**src/rtl/spi_flash_pkg.sv**
```systemverilog
`default_nettype none
// ============================================================================
// Module      : spi_flash_pkg
// Description : Shared FSM encoding, lane-mode codes and lane-width helper for
//               the SPI flash read master. x4 enabled by SPI_FLASH_QUAD_EN.
// Revision    : 1.0 - initial release
// ============================================================================
package spi_flash_pkg;

    localparam logic [6:0] ST_IDLE     = 7'b000_0001;
    localparam logic [6:0] ST_CS_SETUP = 7'b000_0010;
    localparam logic [6:0] ST_CMD      = 7'b000_0100;
    localparam logic [6:0] ST_ADDR     = 7'b000_1000;
    localparam logic [6:0] ST_DUMMY    = 7'b001_0000;
    localparam logic [6:0] ST_DATA     = 7'b010_0000;
    localparam logic [6:0] ST_CS_HOLD  = 7'b100_0000;

    localparam logic [1:0] MODE_X1 = 2'd0;
    localparam logic [1:0] MODE_X2 = 2'd1;
    localparam logic [1:0] MODE_X4 = 2'd2;

    // Reserved codes (and x4 when the quad lanes are absent) collapse to x1.
    function automatic logic [2:0] bits_per_sclk(input logic [1:0] mode);
        logic [2:0] w_bits;
        case (mode)
            MODE_X2: w_bits = 3'd2;
`ifdef SPI_FLASH_QUAD_EN
            MODE_X4: w_bits = 3'd4;
`endif
            default: w_bits = 3'd1;
        endcase
        return w_bits;
    endfunction

endpackage
`default_nettype wire

```
**src/rtl/spi_sclk_gen.sv**
```systemverilog
`default_nettype none
// ============================================================================
// Module      : spi_sclk_gen
// Description : SCLK divider; toggles sclk every CLK_DIV/2 enabled cycles and
//               flags the cycle before each edge. (SPI_FLASH_QUAD_EN-neutral)
// Revision    : 1.0 - initial release
// ============================================================================
module spi_sclk_gen #(
    parameter int CLK_DIV = 4
) (
    input  logic clk,
    input  logic rst,
    input  logic i_en,
    output logic o_sclk,
    output logic o_rise_stb,
    output logic o_fall_stb
);

    localparam int              c_half = CLK_DIV / 2;
    localparam int              c_cw   = (c_half > 1) ? $clog2(c_half) : 1;
    localparam logic [c_cw-1:0] c_last = c_cw'(c_half - 1);

    logic [c_cw-1:0] r_cnt;
    logic            r_sclk;
    logic            w_tick;

    // Strobes lead the sclk edge by one cycle so the FSM moves with it.
    assign w_tick     = i_en && (r_cnt == c_last);
    assign o_rise_stb = w_tick && !r_sclk;
    assign o_fall_stb = w_tick && r_sclk;
    assign o_sclk     = r_sclk;

    always_ff @(posedge clk) begin
        if (rst || !i_en) begin
            r_cnt  <= '0;
            r_sclk <= 1'b0;
        end else if (w_tick) begin
            r_cnt  <= '0;
            r_sclk <= ~r_sclk;
        end else begin
            r_cnt  <= r_cnt + 1'b1;
        end
    end

endmodule
`default_nettype wire

```
**src/rtl/spi_flash_rd.sv**
```systemverilog
`default_nettype none
// ============================================================================
// Module      : spi_flash_rd
// Description : Multi-lane (x1/x2/x4) SPI NOR read master: CMD/ADDR/DUMMY/DATA.
//               Define SPI_FLASH_QUAD_EN to build the x4 lanes.
// Revision    : 1.0 - initial release
// ============================================================================
module spi_flash_rd
    import spi_flash_pkg::*;
#(
    parameter int CLK_DIV    = 4,
    parameter int ADDR_BYTES = 3,
    parameter int LEN_W      = 8
) (
    input  logic                    clk,
    input  logic                    rst,
    input  logic                    start,
    input  logic [7:0]              cmd,
    input  logic [8*ADDR_BYTES-1:0] addr,
    input  logic                    addr_en,
    input  logic [3:0]              dummy_cyc,
    input  logic [1:0]              mode,
    input  logic [LEN_W-1:0]        len,
    output logic                    busy,
    output logic [7:0]              rd_data,
    output logic                    rd_valid,
    output logic                    done,
    output logic                    sclk,
    output logic                    cs_n,
    output logic [3:0]              io_out,
    output logic [3:0]              io_oe,
    input  logic [3:0]              io_in
);

    logic [6:0]              r_state;
    logic [7:0]              r_bits;
    logic [LEN_W-1:0]        r_len;
    logic [31:0]             r_tx;
    logic [7:0]              r_rx;
    logic [8*ADDR_BYTES-1:0] r_addr;
    logic                    r_addr_en;
    logic [3:0]              r_dummy;
    logic [2:0]              r_w;
    logic [7:0]              r_rd_data;
    logic                    r_rd_valid;
    logic                    r_done;

    logic        w_en, w_rise, w_fall, w_accept;
    logic [6:0]  w_nxt;
    logic [7:0]  w_nxt_bits, w_addr_rises, w_byte_rises;
    logic [31:0] w_addr_al, w_tx_shift;
    logic [7:0]  w_rx_nxt;
    logic [3:0]  w_oe, w_out;

    assign w_en = |(r_state & (ST_CS_SETUP | ST_CMD | ST_ADDR | ST_DUMMY | ST_DATA));
    // The done cycle already shows busy=0, but a new request waits one more cycle.
    assign w_accept = start && (r_state == ST_IDLE) && !r_done;

    spi_sclk_gen #(.CLK_DIV(CLK_DIV)) u_sclk (
        .clk        (clk),
        .rst        (rst),
        .i_en       (w_en),
        .o_sclk     (sclk),
        .o_rise_stb (w_rise),
        .o_fall_stb (w_fall)
    );

    assign w_addr_al  = 32'(r_addr) << (32 - 8 * ADDR_BYTES);
    assign w_tx_shift = (r_state == ST_ADDR) ? (r_tx << r_w) : (r_tx << 1);

    always_comb begin
        w_addr_rises = 8'(8 * ADDR_BYTES);
        w_byte_rises = 8'd8;
        w_rx_nxt     = {r_rx[6:0], io_in[1]};
        case (r_w)
            3'd2: begin
                w_addr_rises = 8'(4 * ADDR_BYTES);
                w_byte_rises = 8'd4;
                w_rx_nxt     = {r_rx[5:0], io_in[1:0]};
            end
`ifdef SPI_FLASH_QUAD_EN
            3'd4: begin
                w_addr_rises = 8'(2 * ADDR_BYTES);
                w_byte_rises = 8'd2;
                w_rx_nxt     = {r_rx[3:0], io_in[3:0]};
            end
`endif
            default: ;
        endcase
    end

    // Next enabled phase after the current one; disabled phases fall through.
    always_comb begin
        w_nxt      = ST_CS_HOLD;
        w_nxt_bits = 8'(CLK_DIV - 1);
        if (r_state == ST_CMD && r_addr_en) begin
            w_nxt      = ST_ADDR;
            w_nxt_bits = w_addr_rises;
        end else if ((r_state == ST_CMD || r_state == ST_ADDR) && r_dummy != 4'd0) begin
            w_nxt      = ST_DUMMY;
            w_nxt_bits = {4'd0, r_dummy};
        end else if (r_state != ST_DATA && r_len != '0) begin
            w_nxt      = ST_DATA;
            w_nxt_bits = w_byte_rises;
        end
    end

    always_ff @(posedge clk) begin
        if (rst) begin
            r_state    <= ST_IDLE;
            r_bits     <= 8'd0;
            r_len      <= '0;
            r_tx       <= 32'd0;
            r_rx       <= 8'd0;
            r_addr     <= '0;
            r_addr_en  <= 1'b0;
            r_dummy    <= 4'd0;
            r_w        <= 3'd1;
            r_rd_data  <= 8'd0;
            r_rd_valid <= 1'b0;
            r_done     <= 1'b0;
        end else begin
            r_rd_valid <= 1'b0;
            r_done     <= 1'b0;
            case (r_state)
                ST_IDLE: begin
                    if (w_accept) begin
                        r_state   <= ST_CS_SETUP;
                        r_tx      <= {cmd, 24'd0};
                        r_bits    <= 8'd8;
                        r_addr    <= addr;
                        r_addr_en <= addr_en;
                        r_dummy   <= dummy_cyc;
                        r_w       <= bits_per_sclk(mode);
                        r_len     <= len;
                    end
                end
                ST_CS_HOLD: begin
                    if (r_bits == 8'd0) begin
                        r_state <= ST_IDLE;
                        r_done  <= 1'b1;
                    end else begin
                        r_bits <= r_bits - 8'd1;
                    end
                end
                default: begin
                    // r_bits counts rising edges still owed by the current phase/byte.
                    if (w_rise) begin
                        r_bits <= r_bits - 8'd1;
                        if (r_state == ST_CS_SETUP) begin
                            r_state <= ST_CMD;
                        end
                        if (r_state == ST_DATA) begin
                            r_rx <= w_rx_nxt;
                            if (r_bits == 8'd1) begin
                                r_rd_data  <= w_rx_nxt;
                                r_rd_valid <= 1'b1;
                                r_len      <= r_len - 1'b1;
                            end
                        end
                    end
                    if (w_fall) begin
                        if (r_bits != 8'd0) begin
                            r_tx <= w_tx_shift;
                        end else if (r_state == ST_DATA && r_len != '0) begin
                            r_bits <= w_byte_rises;
                        end else begin
                            r_state <= w_nxt;
                            r_bits  <= w_nxt_bits;
                            if (w_nxt == ST_ADDR) begin
                                r_tx <= w_addr_al;
                            end
                        end
                    end
                end
            endcase
        end
    end

    always_comb begin
        w_oe  = 4'b0000;
        w_out = {3'b000, r_tx[31]};
        if (r_state == ST_CS_SETUP || r_state == ST_CMD) begin
            w_oe = 4'b0001;
        end else if (r_state == ST_ADDR) begin
            case (r_w)
                3'd2: begin
                    w_oe  = 4'b0011;
                    w_out = {2'b00, r_tx[31:30]};
                end
`ifdef SPI_FLASH_QUAD_EN
                3'd4: begin
                    w_oe  = 4'b1111;
                    w_out = r_tx[31:28];
                end
`endif
                default: w_oe = 4'b0001;
            endcase
        end
    end

`ifndef SPI_FLASH_QUAD_EN
    logic w_unused;
    assign w_unused = ^io_in[3:2];
`endif

    assign io_oe    = w_oe;
    assign io_out   = w_out & w_oe;
    assign cs_n     = ~w_en;
    assign busy     = (r_state != ST_IDLE);
    assign rd_data  = r_rd_data;
    assign rd_valid = r_rd_valid;
    assign done     = r_done;

endmodule
`default_nettype wire

```
**config.mk**
```make
export PLATFORM = sky130hd
export DESIGN_NAME = spi_flash_rd
export DESIGN_NICKNAME = d
export VERILOG_FILES = /design/src/rtl/spi_flash_pkg.sv /design/src/rtl/spi_sclk_gen.sv /design/src/rtl/spi_flash_rd.sv
export SDC_FILE = /design/constraint.sdc
export NUM_CORES = 1
export LEC_CHECK = 0
export CAP_MARGIN = 20
export CORE_ASPECT_RATIO = 0.5
export CORE_MARGIN = 5
export CORE_UTILIZATION = 50
export CTS_BUF_LIST = sky130_fd_sc_hd__clkbuf_16
export DETAILED_ROUTE_END_ITERATION = 16
export GPL_ROUTABILITY_DRIVEN = 0
export PLACE_DENSITY = 0.71
export SYNTH_ARGS = -nofsm -noshare
export SYNTH_HDL_FRONTEND = slang
export SYNTH_HIERARCHICAL = 1
export SYNTH_SLANG_ARGS = --single-unit
```
**constraint.sdc**
```tcl
create_clock -name clk -period 5.1 [get_ports clk]
set_clock_uncertainty 0.05 [all_clocks]
set_input_delay 1.02 -clock clk [delete_from_list [all_inputs] [get_ports clk]]
set_output_delay 1.02 -clock clk [all_outputs]
set_load 0.05 [all_outputs]
```
==> run metrics, run 1 <==
Req. time, crit path=about 4 ns; Final #Nets=880; synth warn=6; P&R area growth vs syn=17.05%; maxcap violations=0; DIE HEIGHT=a little under 90 um; RSZ-0062 raised after global routing=no; core area=roughly 0.012 sq mm; worst vdd ir=about 0.15 mV; GRT overflow=0; IO buf count=68; Fillers=~1,100; Worst EP arrival=about 3.1 ns; Hold Path Class=reg2reg; Synth area leader=dfxtp_1; reg-to-reg endpoint=r_tx[10]; sequential fraction of the synthesis area=a little over a third; antenna viol nets, final=0; status=complete, no violations; synthesized instance count=around 790; Worst path slowest cell=or4_1; crit start category=flop; worst-margin pin slew=~1.1 ns; WP buf/inv=2; Hold Path Depth=2; Final TNS setup=0 ns; CP endpoint kind=output pin; flop2flop setup slack=1.86 ns; final setup fails=0; die area=0.01440 sq mm; Max Buffers Root-to-Sink=2; via count of the first global-routing pass=about 5,400; initial antenna violation count=0; drt drc=0; Root Driver=clkbuf_16; Hold Fails Final Rpt=0; leading post-synthesis cells by cell area=dfxtp_1 (35%), nand2_1 (7.8%), a21oi_1 (7.5%); crit-path max FO=30; EDFF count, synth=0; post-synth cell types=slightly below 80; DR vias/cell=~6; DP HPWL=11,110 um; worst hold endpoint=r_addr[18]; DRT Pass-1 Iters=6; worst-case reg-to-reg path depth=7; Clk Latency, worst-skew pair=between 0.3 and 0.4 ns; cts hold-fix bufs=0; final slew viol count=0; crit-path cells=or4_1 > or2_1 > buf_4 > o21ai_0 > a21boi_0 > clkdlybuf4s50_1; share of cells above drive strength 1=under 10%; Place WS=roughly 1.3 ns; Pwr Total=~2.5 mW; Final WS setup=0.9465 ns; Rows=28; # resized after CTS=0; Syn Std Cell Area=~0.0060 sq mm; IO Count=75; CP Class=reg2out; Slew headroom=30.00%; hold_sp=r_addr[18]; crit path time final=roughly 4.2 ns; cts bufs inserted=9; htree depth=3; fmax=approximately 240 MHz; total setup buffers inserted after CTS=0; Antenna Cells=0; total vias in the final route=between 5,000 and 6,000; #FFs+latches synth=roughly 110; RR Startpoint=r_state[1]; Num Clock Sinks=105; Post-Syn Area per Cell=7.617 sq um; Die X=about 160 um; CP peak stage delay=~0.76 ns; CTS tree=built; final WL=approximately 16,000 um; largest net degree at the start of global routing=between 40 and 50; Total GRT Usage=between 20% and 30%; Clock transition at path regs=roughly 0.070 ns; CP top delay family=simple AND/OR/NAND/NOR gates; ys flop type=dfxtp_1; first-pass GRT wire length=26,430 um; DRT iter0 DRCs=602; share of the synthesized area in the top cell type=between 30% and 40%; WL/cell=16.16 um; leakage=between 2 and 2.5 nW; Initial Util=50.86%; PwrDens=approximately 350 mW/mm^2; Post-synth ARST share=0%; Tcrit/Tclk final=~81%
-- layout make-up --
| type | instances | area (sq um) | share of cell area [%] |
|---|---|---|---|
| Clock buffer | 9 | 225.2 | 3.214 |
| Tap cell | 165 | 206.4 | 2.946 |
| Timing Repair Buffer | 80 | 790.8 | 11.28 |
| Multi-Input combinational cell | 617 | 3587 | 51.19 |
| Sequential cell | 105 | 2103 | 30.01 |
| Clock inverter | 6 | 61.31 | 0.8748 |
| Inverter | 9 | 33.78 | 0.4821 |
-- metrics by stage --
| stage | util (%) | hold slack, ns | cell area [sq um] | cells |
|---|---|---|---|---|
| finish | 59.53 | 0.4033 | 7008 | 991 |
| global route | 59.53 | 0.4249 | 7008 | 991 |
| CTS | 59.13 | 0.4056 | 6960 | 988 |
| detailed placement | 56.70 | 0.3963 | 6674 | 973 |
| global placement | 56.70 | 0.3949 | 6674 | 973 |
| floorplan | - | 0.3832 | 5998 | 789 |
-- how the worst max path moves through the flow --
stage                          start  cells past startpoint         to  slack [ns]
after floorplan           r_state[2]                      9  io_out[0]        0.42
after global placement    r_state[0]                      6  io_out[0]        1.35
after detailed placement  r_state[0]                      6  io_out[0]        1.34
after CTS                 r_state[0]                      6  io_out[0]        0.96
after global routing      r_state[6]                      6  io_out[0]        0.79
final                     r_state[0]                      6  io_out[0]        0.95
-- power breakdown --
part	switching, mW	internal [mW]
logic	0.537	0.304
registers	0.0728	0.890
clock network	0.307	0.376
total	0.916	1.57
-- sequential cells by signal, indices dropped and copies added (netlist names) --
register       count
done               1
rd_data            8
r_dummy            4
r_rx               7
r_len              8
u_sclk/r_cnt       1
u_sclk/o_sclk      1
rd_valid           1
r_addr_en          1
r_addr            24
r_tx              32
r_bits             8
r_state            7
r_w                2
-- cells in the mapped netlist (2+ instances only) --
cell / count
nand2_1: 125
dfxtp_1: 105
a21oi_1: 90
nor2_1: 89
o21ai_0: 36
clkbuf_1: 34
mux2i_1: 27
nand3_1: 22
nor3_1: 18
o22ai_1: 17
a211oi_1: 15
a22o_1: 14
buf_2: 11
nand2b_1: 11
a22oi_1: 10
a31oi_1: 10
o21ai_2: 10
mux2_2: 9
nor4_1: 9
inv_1: 7
and2_1: 6
buf_1: 6
nand3b_1: 6
nor2b_1: 6
nand4_1: 5
xnor2_1: 5
a211o_1: 4
a221oi_1: 4
buf_4: 4
ha_1: 4
or3_1: 4
a21o_1: 3
and3_1: 3
o31a_1: 3
a221o_1: 2
a32o_1: 2
a32oi_1: 2
and4_1: 2
buf_6: 2
mux4_2: 2
o21bai_1: 2
o32ai_1: 2
or4_1: 2
xor2_1: 2
-- cell families after synthesis --
| group | Yosys count | synth area share, % |
|---|---|---|
| AOI/OAI and AO/OA | 239 | 25.35 |
| xor gates and xnor gates | 7 | 1.024 |
| adders and majority gates | 4 | 0.8360 |
| buffers and inverters | 67 | 5.204 |
| DFF | 105 | 35.11 |
| muxes | 38 | 6.959 |
| other | 1 | 0.06264 |
| and+or+nand+nor | 325 | 25.46 |
-- layout by cell type (no fill, tap or decap), drive strengths merged, types with 6 or more instances in the layout --
master | synthesis | routed
nor2b | 6 | 6
and2 | 7 | 7
dfxtp | 105 | 105
buf | 24 | 13
nor3 | 19 | 19
nor4 | 11 | 11
a21oi | 91 | 91
nor2 | 91 | 91
a211oi | 15 | 15
o21ai | 47 | 47
a22oi | 10 | 10
clkbuf | 34 | 9
nand3b | 6 | 6
o22ai | 17 | 17
nand2b | 11 | 11
a31oi | 10 | 10
nand3 | 22 | 22
clkdlybuf4s50 | 0 | 67
nand2 | 125 | 125
inv | 8 | 9
a22o | 14 | 14
mux2 | 9 | 9
mux2i | 27 | 27
-- worst min-delay path, delay by kind of cell, from the launching register on --
kind,cells,cell delay (ns)
flops,1,0.31
simple gates,1,0.05
compound gates,1,0.05
-- routing by layer --
layer	vias up	wire, um	GRT usage [%]
li1	2901	-	-
met1	2781	7296	29.49
met2	162	7662	38.51
met3	13	893	4.586
met4	0	161	5.132
met5	-	0	0
Note: power is estimated with default switching activity, not from simulation.
==> run 2: changes to the inputs <==
- clock period: 5.1 -> 4.27 ns (I/O delays scaled with it)
==> run metrics, run 2 (same netlist as run 1, synthesis figures left out) <==
status=complete, no violations; Worst EP arrival=2.92 ns (-0.16 ns); Pwr Total=3.046 mW (+23%); Clk Latency, worst-skew pair=0.35 ns (about the same); worst-case reg-to-reg path depth=11 (+4); post-placement cell count=978 (+0.51%); final slew viol count=0 (unchanged); total setup buffers inserted after CTS=0 (unchanged); Hold Fails Final Rpt=0 (unchanged); cts bufs inserted=9 (unchanged); internal power=1.935 mW (+23%); PwrDens=433.3 mW/mm^2 (+22%); post-layout util=59.70% (+0.17 points); total vias in the final route=5,868 (+0.19%); initial antenna violation count=0 (unchanged); crit path time final=3.820 ns; Place WS=0.8429 ns (-0.4991 ns); via count of the first global-routing pass=5,458 (+1.7%); Req. time, crit path=3.37 ns (-0.66 ns); CP Class=reg2out; first-pass GRT wire length=26,680 um (+0.94%); Top Registers=r_tx x32, r_addr x24; P&R area growth vs syn=17.39%; Biggest register=r_tx; RSZ-0062 raised after global routing=no; worst vdd ir=0.2085 mV (+35%); antenna viol nets, final=0 (unchanged); Slew headroom=33.77% (+3.8 points); Flop pwr share=37.8% (-0.9 points); most frequent cells in the layout=nand2_1 (125), dfxtp_1 (104), a21oi_1 (90); max FFs per register=32 (unchanged); Final TNS setup=0 ns (unchanged); post-route cell area=0.007028 sq mm (+0.29%); Final WS setup=0.4502 ns (-0.4963 ns); maxcap violations=0 (unchanged); Worst Hold Slack=0.4039 ns (+0.0005470 ns); placed inst area=0.006709 sq mm (+0.52%); DRT iter0 DRCs=553 (-8.1%); Rows=28 (unchanged); Psw=1.110 mW (+21%); Root Driver=clkbuf_16; share of cells above drive strength 1=8.323% (+0.58 points); Hold Path Class=reg2reg; IO Count=75 (unchanged); # resized after CTS=0 (unchanged); Die X=164.8 um (unchanged); hold_sp=r_addr[12]; fin cells=994 (+0.30%); Hold Path Depth=2 (unchanged); WL/cell=16.01 um (-0.92%); met3 usage=3.735% (-0.85 points); largest net degree at the start of global routing=82 (+74%); final setup fails=0 (unchanged); cts hold-fix bufs=0 (unchanged); Max Buffers Root-to-Sink=2 (unchanged); Antenna Cells=0 (unchanged); IO buf count=68 (unchanged); RR Startpoint=r_state[1]; fmax=261.8 MHz; Comb power frac=32.7% (-1.1 points); Tcrit/Tclk final=between 80 and 90%; Total GRT Usage=22.57% (+0.070 points); Fillers=1,135 (+2.5%); core area=0.01177 sq mm (unchanged); crit-path max FO=12 (-60%); CP endpoint kind=output pin; Clock transition at path regs=0.07 ns (about the same); most common cell after layout, fill and taps aside=nand2_1; global route hottest layer=met2; DRT Pass-1 Iters=6 (unchanged); CTS tree=built; GRT overflow=0 (unchanged); die area=0.01440 sq mm (unchanged); DR vias/cell=5.903 (-0.11%); drt drc=0 (unchanged); final WL=15,910 um (-0.62%); Num Clock Sinks=105 (unchanged); met2 Use GR=38.58% (+0.074 points); clock network power share=29.5% (+2.1 points); Initial Util=50.86% (unchanged); leakage=2.496 nW (+0.95%); crit start category=flop; crit path from=r_state[0]; Final #Nets=882 (+0.23%); htree depth=3 (unchanged); DP HPWL=11,250 um (+1.3%); worst-margin pin slew=0.9910 ns (-0.05903 ns); Switching Fraction=36.45% (-0.41 points); DIE HEIGHT=87.38 um (unchanged); GR Util met1=30.05% (+0.55 points)
-- run 2: changes by cell type in the layout (fill, tap and decap cells not counted), sizes merged --
| cell | change |
|---|---|
| buf | +3 |
| inv | +2 |
| bufinv | +1 |
| clkdlybuf4s50 | -1 |
| clkinv | -1 |
| clkinvlp | -1 |
-- run 2: path summary, 6_finish.rpt --
kind | to | slack (ns)
worst min register to register | r_addr[12] | 0.40
worst min-delay path | r_addr[12] | 0.40
worst max register to register | r_len[0] | 1.21
worst max-delay path | io_out[1] | 0.45
-- run 2: per-layer routing --
metal / vias to the layer above / share of wire [%]
met2: 176 / 47
met3: 23 / 5.4
met4: 0 / 1.5
met1: 2781 / 46
li1: 2888 / -
met5: - / 0
-- run 2: cell type report --
type | count | area [sq um] | area share, %
clock buffers | 9 | 225.2 | 3.205
inverters | 9 | 33.78 | 0.4807
clock inverters | 7 | 93.84 | 1.335
flip-flops and latches | 105 | 2103 | 29.93
multi-input cells | 617 | 3587 | 51.04
well taps | 165 | 206.4 | 2.938
repair buffers | 82 | 778.2 | 11.07
-- run 2: power groups by stage --
stage / combinational, mW / sequential, mW / clock, mW
2_1_floorplan: 0.744 / 1.13 / 0
3_3_place_gp: 0.966 / 1.17 / 0
3_5_place_dp: 0.980 / 1.17 / 0
4_1_cts: 0.986 / 1.15 / 0.917
5_1_grt: 1.11 / 1.16 / 0.958
6_report: 0.996 / 1.15 / 0.899
-- run 2: critical path: stages (launching register included) --
cell             delay, ns
dfxtp_1               0.42
or4_1                 0.76
nor2_1                0.18
buf_4                 0.23
and3_1                0.18
clkdlybuf4s50_1       0.80
==> run 3: changes to the inputs <==
- CTS_CLUSTER_SIZE: unset -> 24
- SKIP_CTS_REPAIR_TIMING: unset -> 1
==> results of run 3 <==
The final DEF is identical to that of run 2; final timing and power are the same.
